## config.mk

```make
export PLATFORM = sky130hd
export DESIGN_NAME = proc_seq_core_flat
export DESIGN_NICKNAME = d
export VERILOG_FILES = /design/src/rtl/proc_seq_core_if.sv /design/src/rtl/proc_seq_core.sv /design/src/flat_wrapper.sv
export SDC_FILE = /design/constraint.sdc
export NUM_CORES = 1
export LEC_CHECK = 0
export CAP_MARGIN = 20
export CELL_PAD_IN_SITES_DETAIL_PLACEMENT = 1
export CELL_PAD_IN_SITES_GLOBAL_PLACEMENT = 2
export CORE_MARGIN = 2
export CORE_UTILIZATION = 26
export DETAILED_ROUTE_END_ITERATION = 7
export PLACE_DENSITY = 0.86
export SYNTH_ARGS = -nofsm -noshare
export SYNTH_HDL_FRONTEND = slang
export SYNTH_SLANG_ARGS = --single-unit
```

## constraint.sdc

```tcl
create_clock -name clk -period 4.6 [get_ports clk]
set_input_delay 0.92 -clock clk [delete_from_list [all_inputs] [get_ports clk]]
set_output_delay 0.92 -clock clk [all_outputs]
set_load 0.005 [all_outputs]
```

## src/rtl/proc_seq_core_if.sv

```systemverilog
// proc_seq_core_if: instruction/data memory, register bank and ALU connections
// of the sequencer. master = core side, slave = environment side.
interface proc_seq_core_if #(
    parameter int unsigned DATA_W = 32,
    parameter int unsigned ADDR_W = 16,
    parameter int unsigned REG_AW = 4
);
    // instruction memory
    logic              imem_req;
    logic [ADDR_W-1:0] imem_addr;
    logic              imem_ready;
    logic [DATA_W-1:0] imem_rdata;
    // data memory
    logic              dmem_req;
    logic              dmem_we;
    logic [ADDR_W-1:0] dmem_addr;
    logic [DATA_W-1:0] dmem_wdata;
    logic              dmem_ready;
    logic [DATA_W-1:0] dmem_rdata;
    // register bank
    logic [REG_AW-1:0] rf_raddr1;
    logic [REG_AW-1:0] rf_raddr2;
    logic [DATA_W-1:0] rf_rdata1;
    logic [DATA_W-1:0] rf_rdata2;
    logic              rf_we;
    logic [REG_AW-1:0] rf_waddr;
    logic [DATA_W-1:0] rf_wdata;
    // ALU
    logic [3:0]        alu_op;
    logic [2:0]        alu_sr;
    logic [15:0]       alu_imm;
    logic [DATA_W-1:0] alu_a;
    logic [DATA_W-1:0] alu_b;
    logic [DATA_W-1:0] alu_result;
    logic [3:0]        alu_flags;

    modport master (
        output imem_req, imem_addr,
        input  imem_ready, imem_rdata,
        output dmem_req, dmem_we, dmem_addr, dmem_wdata,
        input  dmem_ready, dmem_rdata,
        output rf_raddr1, rf_raddr2,
        input  rf_rdata1, rf_rdata2,
        output rf_we, rf_waddr, rf_wdata,
        output alu_op, alu_sr, alu_imm, alu_a, alu_b,
        input  alu_result, alu_flags
    );

    modport slave (
        input  imem_req, imem_addr,
        output imem_ready, imem_rdata,
        input  dmem_req, dmem_we, dmem_addr, dmem_wdata,
        output dmem_ready, dmem_rdata,
        input  rf_raddr1, rf_raddr2,
        output rf_rdata1, rf_rdata2,
        input  rf_we, rf_waddr, rf_wdata,
        input  alu_op, alu_sr, alu_imm, alu_a, alu_b,
        output alu_result, alu_flags
    );
endinterface

```

## src/rtl/proc_seq_core.sv

```systemverilog
// proc_seq_core: multi-cycle sequencer of the 32-bit processor.
// Owns PC, IR and NZCV flags and runs FETCH/DECODE/EXEC/MEM/WB/HALT,
// driving memories, register bank and ALU through proc_seq_core_if.
module proc_seq_core #(
    parameter int unsigned       DATA_W   = 32,
    parameter int unsigned       ADDR_W   = 16,
    parameter int unsigned       REG_AW   = 4,
    parameter logic [ADDR_W-1:0] RESET_PC = '0
) (
    input  logic            clk,
    input  logic            rst_n,
    proc_seq_core_if.master bus,
    output logic [3:0]      flags,
    output logic            halted
);
    localparam logic [3:0] OP_HALT = 4'hC;
    localparam logic [3:0] OP_LDR  = 4'hD;
    localparam logic [3:0] OP_STR  = 4'hE;
    localparam logic [3:0] OP_B    = 4'hF;

    typedef enum logic [2:0] {
        S_FETCH,
        S_DECODE,
        S_EXEC,
        S_MEM,
        S_WB,
        S_HALT
    } state_t;

    state_t            r_state;
    state_t            w_next;

    logic [ADDR_W-1:0] r_pc;
    logic [DATA_W-1:0] r_ir;
    logic [DATA_W-1:0] r_opa;
    logic [DATA_W-1:0] r_opb;
    logic [DATA_W-1:0] r_result;
    logic [3:0]        r_flags;
    // Low while in reset and for the first cycle after; keeps every
    // request output at 0 during reset even though the state is FETCH.
    logic              r_active;

    logic [3:0]        w_cond;
    logic [3:0]        w_op;
    logic              w_s;
    logic              w_is_alu;
    logic              w_cond_pass;
    logic              w_fetch_done;
    logic              w_mem_done;
    logic              w_imem_req;
    logic              w_dmem_req;
    logic              w_dmem_we;
    logic              w_rf_we;
    logic              w_halted;
    logic [ADDR_W-1:0] w_boff;
    logic              w_n;
    logic              w_z;
    logic              w_c;
    logic              w_v;

    assign w_cond   = r_ir[31:28];
    assign w_op     = r_ir[27:24];
    assign w_s      = r_ir[23];
    assign w_is_alu = (w_op <= 4'hB);
    assign w_boff   = ADDR_W'($signed(r_ir[18:3]));

    assign w_n = r_flags[3];
    assign w_z = r_flags[2];
    assign w_c = r_flags[1];
    assign w_v = r_flags[0];

    assign w_fetch_done = (r_state == S_FETCH) && r_active && bus.imem_ready;
    assign w_mem_done   = (r_state == S_MEM) && bus.dmem_ready;

    // Condition code evaluation against the current NZCV register
    always_comb begin
        w_cond_pass = 1'b0;
        unique case (w_cond)
            4'h0:    w_cond_pass = w_z;
            4'h1:    w_cond_pass = !w_z;
            4'h2:    w_cond_pass = w_c;
            4'h3:    w_cond_pass = !w_c;
            4'h4:    w_cond_pass = w_n;
            4'h5:    w_cond_pass = !w_n;
            4'h6:    w_cond_pass = w_v;
            4'h7:    w_cond_pass = !w_v;
            4'h8:    w_cond_pass = w_c && !w_z;
            4'h9:    w_cond_pass = !w_c || w_z;
            4'hA:    w_cond_pass = (w_n == w_v);
            4'hB:    w_cond_pass = (w_n != w_v);
            4'hC:    w_cond_pass = !w_z && (w_n == w_v);
            4'hD:    w_cond_pass = w_z || (w_n != w_v);
            4'hE:    w_cond_pass = 1'b1;
            default: w_cond_pass = 1'b0;
        endcase
    end

    // Sequencer state register
    always_ff @(posedge clk or negedge rst_n) begin
        if (!rst_n) begin
            r_state <= S_FETCH;
        end else begin
            r_state <= w_next;
        end
    end

    // Next-state decode and per-state strobes
    always_comb begin
        w_next     = r_state;
        w_imem_req = 1'b0;
        w_dmem_req = 1'b0;
        w_dmem_we  = 1'b0;
        w_rf_we    = 1'b0;
        w_halted   = 1'b0;
        unique case (r_state)
            S_FETCH: begin
                w_imem_req = r_active;
                if (w_fetch_done) begin
                    w_next = S_DECODE;
                end
            end
            S_DECODE: begin
                if (!w_cond_pass) begin
                    w_next = S_FETCH;
                end else if (w_op == OP_HALT) begin
                    w_next = S_HALT;
                end else if ((w_op == OP_LDR) || (w_op == OP_STR)) begin
                    w_next = S_MEM;
                end else begin
                    w_next = S_EXEC;
                end
            end
            S_EXEC: begin
                w_next = w_is_alu ? S_WB : S_FETCH;
            end
            S_MEM: begin
                w_dmem_req = 1'b1;
                w_dmem_we  = (w_op == OP_STR);
                if (w_mem_done) begin
                    w_next = (w_op == OP_STR) ? S_FETCH : S_WB;
                end
            end
            S_WB: begin
                w_rf_we = 1'b1;
                w_next  = S_FETCH;
            end
            S_HALT: begin
                w_halted = 1'b1;
            end
            default: begin
                w_next = S_FETCH;
            end
        endcase
    end

    // PC, IR, operand latches and result capture
    always_ff @(posedge clk or negedge rst_n) begin
        if (!rst_n) begin
            r_active <= 1'b0;
            r_pc     <= RESET_PC;
            r_ir     <= '0;
            r_opa    <= '0;
            r_opb    <= '0;
            r_result <= '0;
        end else begin
            r_active <= 1'b1;
            if (w_fetch_done) begin
                r_ir <= bus.imem_rdata;
                r_pc <= r_pc + ADDR_W'(1);
            end
            if (r_state == S_DECODE) begin
                r_opa <= bus.rf_rdata1;
                r_opb <= bus.rf_rdata2;
            end
            if (r_state == S_EXEC) begin
                if (w_is_alu) begin
                    r_result <= bus.alu_result;
                end else if (w_op == OP_B) begin
                    r_pc <= r_pc + w_boff;
                end
            end
            if (w_mem_done && (w_op == OP_LDR)) begin
                r_result <= bus.dmem_rdata;
            end
        end
    end

    // NZCV register: written only by ALU instructions with s=1
    always_ff @(posedge clk or negedge rst_n) begin
        if (!rst_n) begin
            r_flags <= '0;
        end else if ((r_state == S_EXEC) && w_is_alu && w_s) begin
            r_flags <= bus.alu_flags;
        end
    end

    assign bus.imem_req   = w_imem_req;
    assign bus.imem_addr  = r_pc;
    assign bus.dmem_req   = w_dmem_req;
    assign bus.dmem_we    = w_dmem_we;
    assign bus.dmem_addr  = r_opa[ADDR_W-1:0];
    assign bus.dmem_wdata = r_opb;
    assign bus.rf_raddr1  = r_ir[18:15];
    assign bus.rf_raddr2  = r_ir[14:11];
    assign bus.rf_we      = w_rf_we;
    assign bus.rf_waddr   = r_ir[22:19];
    assign bus.rf_wdata   = r_result;
    assign bus.alu_op     = r_ir[27:24];
    assign bus.alu_sr     = r_ir[2:0];
    assign bus.alu_imm    = r_ir[18:3];
    assign bus.alu_a      = r_opa;
    assign bus.alu_b      = r_opb;
    assign flags          = r_flags;
    assign halted         = w_halted;
endmodule

```

## src/flat_wrapper.sv

```systemverilog
// flat-port wrapper written by rule: the top's interface ports become plain ports
module proc_seq_core_flat 
#(
    parameter int unsigned       DATA_W   = 32,
    parameter int unsigned       ADDR_W   = 16,
    parameter int unsigned       REG_AW   = 4,
    parameter logic [ADDR_W-1:0] RESET_PC = '0
)
  (clk, rst_n, flags, halted, bus_imem_req, bus_imem_addr, bus_imem_ready, bus_imem_rdata, bus_dmem_req, bus_dmem_we, bus_dmem_addr, bus_dmem_wdata, bus_dmem_ready, bus_dmem_rdata, bus_rf_raddr1, bus_rf_raddr2, bus_rf_rdata1, bus_rf_rdata2, bus_rf_we, bus_rf_waddr, bus_rf_wdata, bus_alu_op, bus_alu_sr, bus_alu_imm, bus_alu_a, bus_alu_b, bus_alu_result, bus_alu_flags);
  proc_seq_core_if #(.DATA_W(DATA_W), .ADDR_W(ADDR_W), .REG_AW(REG_AW)) bus_i ();
  input  logic clk;
  input  logic rst_n;
  output logic [3:0] flags;
  output logic halted;
  output wire logic [$bits(bus_i.imem_req)-1:0] bus_imem_req;
  output wire logic [$bits(bus_i.imem_addr)-1:0] bus_imem_addr;
  input wire logic [$bits(bus_i.imem_ready)-1:0] bus_imem_ready;
  input wire logic [$bits(bus_i.imem_rdata)-1:0] bus_imem_rdata;
  output wire logic [$bits(bus_i.dmem_req)-1:0] bus_dmem_req;
  output wire logic [$bits(bus_i.dmem_we)-1:0] bus_dmem_we;
  output wire logic [$bits(bus_i.dmem_addr)-1:0] bus_dmem_addr;
  output wire logic [$bits(bus_i.dmem_wdata)-1:0] bus_dmem_wdata;
  input wire logic [$bits(bus_i.dmem_ready)-1:0] bus_dmem_ready;
  input wire logic [$bits(bus_i.dmem_rdata)-1:0] bus_dmem_rdata;
  output wire logic [$bits(bus_i.rf_raddr1)-1:0] bus_rf_raddr1;
  output wire logic [$bits(bus_i.rf_raddr2)-1:0] bus_rf_raddr2;
  input wire logic [$bits(bus_i.rf_rdata1)-1:0] bus_rf_rdata1;
  input wire logic [$bits(bus_i.rf_rdata2)-1:0] bus_rf_rdata2;
  output wire logic [$bits(bus_i.rf_we)-1:0] bus_rf_we;
  output wire logic [$bits(bus_i.rf_waddr)-1:0] bus_rf_waddr;
  output wire logic [$bits(bus_i.rf_wdata)-1:0] bus_rf_wdata;
  output wire logic [$bits(bus_i.alu_op)-1:0] bus_alu_op;
  output wire logic [$bits(bus_i.alu_sr)-1:0] bus_alu_sr;
  output wire logic [$bits(bus_i.alu_imm)-1:0] bus_alu_imm;
  output wire logic [$bits(bus_i.alu_a)-1:0] bus_alu_a;
  output wire logic [$bits(bus_i.alu_b)-1:0] bus_alu_b;
  input wire logic [$bits(bus_i.alu_result)-1:0] bus_alu_result;
  input wire logic [$bits(bus_i.alu_flags)-1:0] bus_alu_flags;
  assign bus_imem_req = bus_i.imem_req;
  assign bus_imem_addr = bus_i.imem_addr;
  assign bus_i.imem_ready = bus_imem_ready;
  assign bus_i.imem_rdata = bus_imem_rdata;
  assign bus_dmem_req = bus_i.dmem_req;
  assign bus_dmem_we = bus_i.dmem_we;
  assign bus_dmem_addr = bus_i.dmem_addr;
  assign bus_dmem_wdata = bus_i.dmem_wdata;
  assign bus_i.dmem_ready = bus_dmem_ready;
  assign bus_i.dmem_rdata = bus_dmem_rdata;
  assign bus_rf_raddr1 = bus_i.rf_raddr1;
  assign bus_rf_raddr2 = bus_i.rf_raddr2;
  assign bus_i.rf_rdata1 = bus_rf_rdata1;
  assign bus_i.rf_rdata2 = bus_rf_rdata2;
  assign bus_rf_we = bus_i.rf_we;
  assign bus_rf_waddr = bus_i.rf_waddr;
  assign bus_rf_wdata = bus_i.rf_wdata;
  assign bus_alu_op = bus_i.alu_op;
  assign bus_alu_sr = bus_i.alu_sr;
  assign bus_alu_imm = bus_i.alu_imm;
  assign bus_alu_a = bus_i.alu_a;
  assign bus_alu_b = bus_i.alu_b;
  assign bus_i.alu_result = bus_alu_result;
  assign bus_i.alu_flags = bus_alu_flags;
  proc_seq_core #(.DATA_W(DATA_W), .ADDR_W(ADDR_W), .REG_AW(REG_AW), .RESET_PC(RESET_PC)) u_core (.clk(clk), .rst_n(rst_n), .bus(bus_i), .flags(flags), .halted(halted));
endmodule
```

==> run metrics <==
result of the run=completed; global-route total usage across every layer=16.3%; Routed met1 length=10100 um; maximum level of the CTS H-tree=4; total clock sinks=152; placeable core region=28900 um^2; share of flip-flops with an asynchronous set or reset after synthesis=100%; standard-cell rows=62; synthesized netlist cell count=744; first-pass detailed-route iteration total=5; count of instances resized after the clock tree is built=0; Layout Skew=~12 ps; final setup violation count=0; worst skew pair latency=420 ps; starting utilization of the core area=26.6%; commonest non-fill, non-tap cells in the layout=370 x sky130_fd_sc_hd__clkdlybuf4s50_1, 179 x sky130_fd_sc_hd__nand2_1, 152 x sky130_fd_sc_hd__dfrtp_1; number of global-route vias before repair=6832; share of cells above drive strength 1=a little under an eighth; Finished Layout Cells=between 1000 and 1500; cell internal power dissipation=5.25 mW; pins over their slew limit=0; slew of the pin with the lowest slew margin=approximately 900 ps; maximum clock rate=0.334 GHz; half-perimeter wire length of the detailed placement result=19400 um; Port-buffer cells=371; Root Driver=sky130_fd_sc_hd__clkbuf_16; Die Area=roughly 31000 um^2; Top Family by Delay on Critical Path=buffers and inverters; slowest library cell on the worst path=sky130_fd_sc_hd__clkdlybuf4s50_1; fraction of power consumed by the clock network=between 10% and 20%; per-instance average area after synthesis=about 10 um^2; Detail Route Antenna Nets=0; DIE WIDTH=~180 um; wire length of the first global-routing pass=around 39000 um; static leakage=5.07 nW; met2 wire length=13200 um; Synthesis Warnings=0; number of antenna diodes=0; Maximum Capacitance Violations=0; most common cell after layout, fill and taps aside=sky130_fd_sc_hd__clkdlybuf4s50_1; clock transition at the registers of the reported paths=80 ps; routed length per placed instance=17.8 um; worst path cell trace=nor2b_1 -> nand2_1 -> inv_1 -> and3_1 -> clkdlybuf4s50_1; shortest period the worst path allows=roughly 3000 ps; maximum clock path buffer count=2; height of the die=176 um; final hold violation count=0; arrival time at the worst endpoint=2070 ps; final net count=1211; I/O Pins=between 300 and 400; peak per-stage delay on the critical path=approximately 540 ps; Critical Path Start Type=register; synthesized area=roughly 7700 um^2; post-route setup TNS=0 ps; maximum number of pins on one net before global-route repair=88; kind of end point of the critical path=primary output; required time of the critical path=3680 ps; class of the tightest hold or removal check=register to register; placer congestion estimate=0.749; synthesis-to-finish area growth=53.7%; Inserted Clock Buffers=17; Avg Vias per Cell=approximately 4.5; IR Drop Worst-Case VDD=0.000275 V; Sw Share=roughly a third; CTS tree=done; number of synthesized register bits=152; setup repair after global routing missed its margin=false; number of DRC violations after detailed routing=0; highest routed metal layer=met4; GRT overflow=0; critical path peak fanout=7; number of synthesized flops with an enable pin=0; Routed Wire Length=25300 um; Max-slew headroom=between 30% and 40%; antenna violations before repair=0; number of post-CTS setup repair buffers=0; total length of routed met3 wires=1800 um; Crit Path Class=register to primary output; CTS hold repair buffers=0; part of the total power dissipated in combinational logic=50.0%; via count=about 6400; nets in the synthesized netlist=929; P_sw=between 2 and 3 mW; fraction of power consumed by sequential logic=32.1%; fraction of the cycle the final worst path needs=65.1%; CP bufs+invs=2; worst hold-check slack=482 ps; leading register cell type out of synthesis=sky130_fd_sc_hd__dfrtp_1; violation count after the first detailed-route iteration=231; power density of the placed cells=689 nW/um^2; portion of the post-synthesis area used by sequential elements=between 40% and 50%; Placed Instances=1391; count of unique library cells instantiated by Yosys=58
[flip-flops by register name (all words and copies together) (netlist names)]
signal	cells
u_core.bus.imem_addr	16
u_core.r_state	3
u_core.r_active	1
u_core.flags	4
u_core.bus.alu_b	32
u_core.bus.alu_a	32
u_core.bus.rf_wdata	32
u_core.r_ir	32
[stage by stage]
step	util (%)	power, mW	setup WS (ps)	instance area (um^2)
global route	40.8	8.73	1430	11800
finish	40.8	8.11	1610	11800
floorplan	-	4.75	2270	7670
global placement	38.7	6.66	1860	11200
CTS	40.8	8.29	1520	11800
detailed placement	38.7	6.77	1780	11200
[per-layer routing]
| layer | vias to the layer above | track usage, % |
|---|---|---|
| li1 | 3000 | - |
| met5 | - | 0 |
| met1 | 3153 | 18.5 |
| met2 | 206 | 29.5 |
| met3 | 11 | 5.63 |
| met4 | 0 | 3.82 |
[cell type report]
class,instances,area [um^2]
clock buffer,17,425
fill,3246,17100
tap,384,480
sequential,152,3800
multi-input combinational,470,3090
timing repair buffer,378,3780
inverter,7,26.3
clock inverter,15,176
[power groups by stage]
stage               sequential (mW)  clock [mW]  combinational, mW
CTS                            2.63        1.51               4.15
global placement               2.63           0               4.03
detailed placement             2.65           0               4.13
finish                         2.61        1.45               4.06
global route                   2.73        1.55               4.45
floorplan                      2.47           0               2.28
[tightest hold or removal path, stage by stage (launching register included)]
cell and delay (ps):
sky130_fd_sc_hd__dfrtp_1 350, sky130_fd_sc_hd__nand2_1 50, sky130_fd_sc_hd__nand2_1 50
[cells in the mapped netlist (all sizes together) (3+ instances only)]
cell	n	area, um^2
a22oi	33	248
a31oi	3	18.8
nor2b	3	18.8
xor2	11	96.3
clkbuf	28	126
xnor2	17	149
and3	6	40.0
nand3	5	30.0
nand2	179	672
nand2b	3	18.8
ha	16	200
inv	7	26.3
and2	5	33.8
and2b	3	23.8
dfrtp	152	3800
buf	87	642
a21oi	24	120
nand4	5	31.3
nor2	25	93.8
mux2i	5	50.1
mux2	68	766
a21o	6	45.0
nor3	4	20.0
o21ai	16	83.8
[final timing paths]
| check | start | to | slack [ps] | cells past startpoint |
|---|---|---|---|---|
| max | u_core.r_state[1]$_DFFE_PN0P_ | bus_dmem_we | 1610 | 5 |
| min | u_core.bus.rf_wdata[9]$_DFFE_PN0P_ | u_core.bus.rf_wdata[9]$_DFFE_PN0P_ | 480 | 2 |
| max reg2reg | u_core.bus.imem_addr[0]$_DFF_PN0_ | u_core.bus.imem_addr[12]$_DFF_PN0_ | 1960 | 10 |
| min reg2reg | u_core.bus.rf_wdata[9]$_DFFE_PN0P_ | u_core.bus.rf_wdata[9]$_DFFE_PN0P_ | 480 | 2 |
| max in group asynchronous | rst_n | u_core.r_active$_DFF_PN0_ | 3210 | 2 |
| min in group asynchronous | rst_n | u_core.r_ir[8]$_DFFE_PN0P_ | 520 | 1 |
[logic make-up (layout without fill, tap and decap cells)]
family                   Yosys count  count (layout)  synth area share, %
XOR/XNOR                          28              28                 3.20
multiplexers                      73              73                 10.6
other                              1               1               0.0489
AND/OR/NAND/NOR                  247             247                 13.8
AO/OA/AOI/OAI                    104             104                 9.47
flip-flops                       152             152                 49.6
adder cells (fa/ha/maj)           17              17                 2.87
buffers and inverters            122             417                 10.4
No activity file was read; power rests on OpenSTA's default activity.
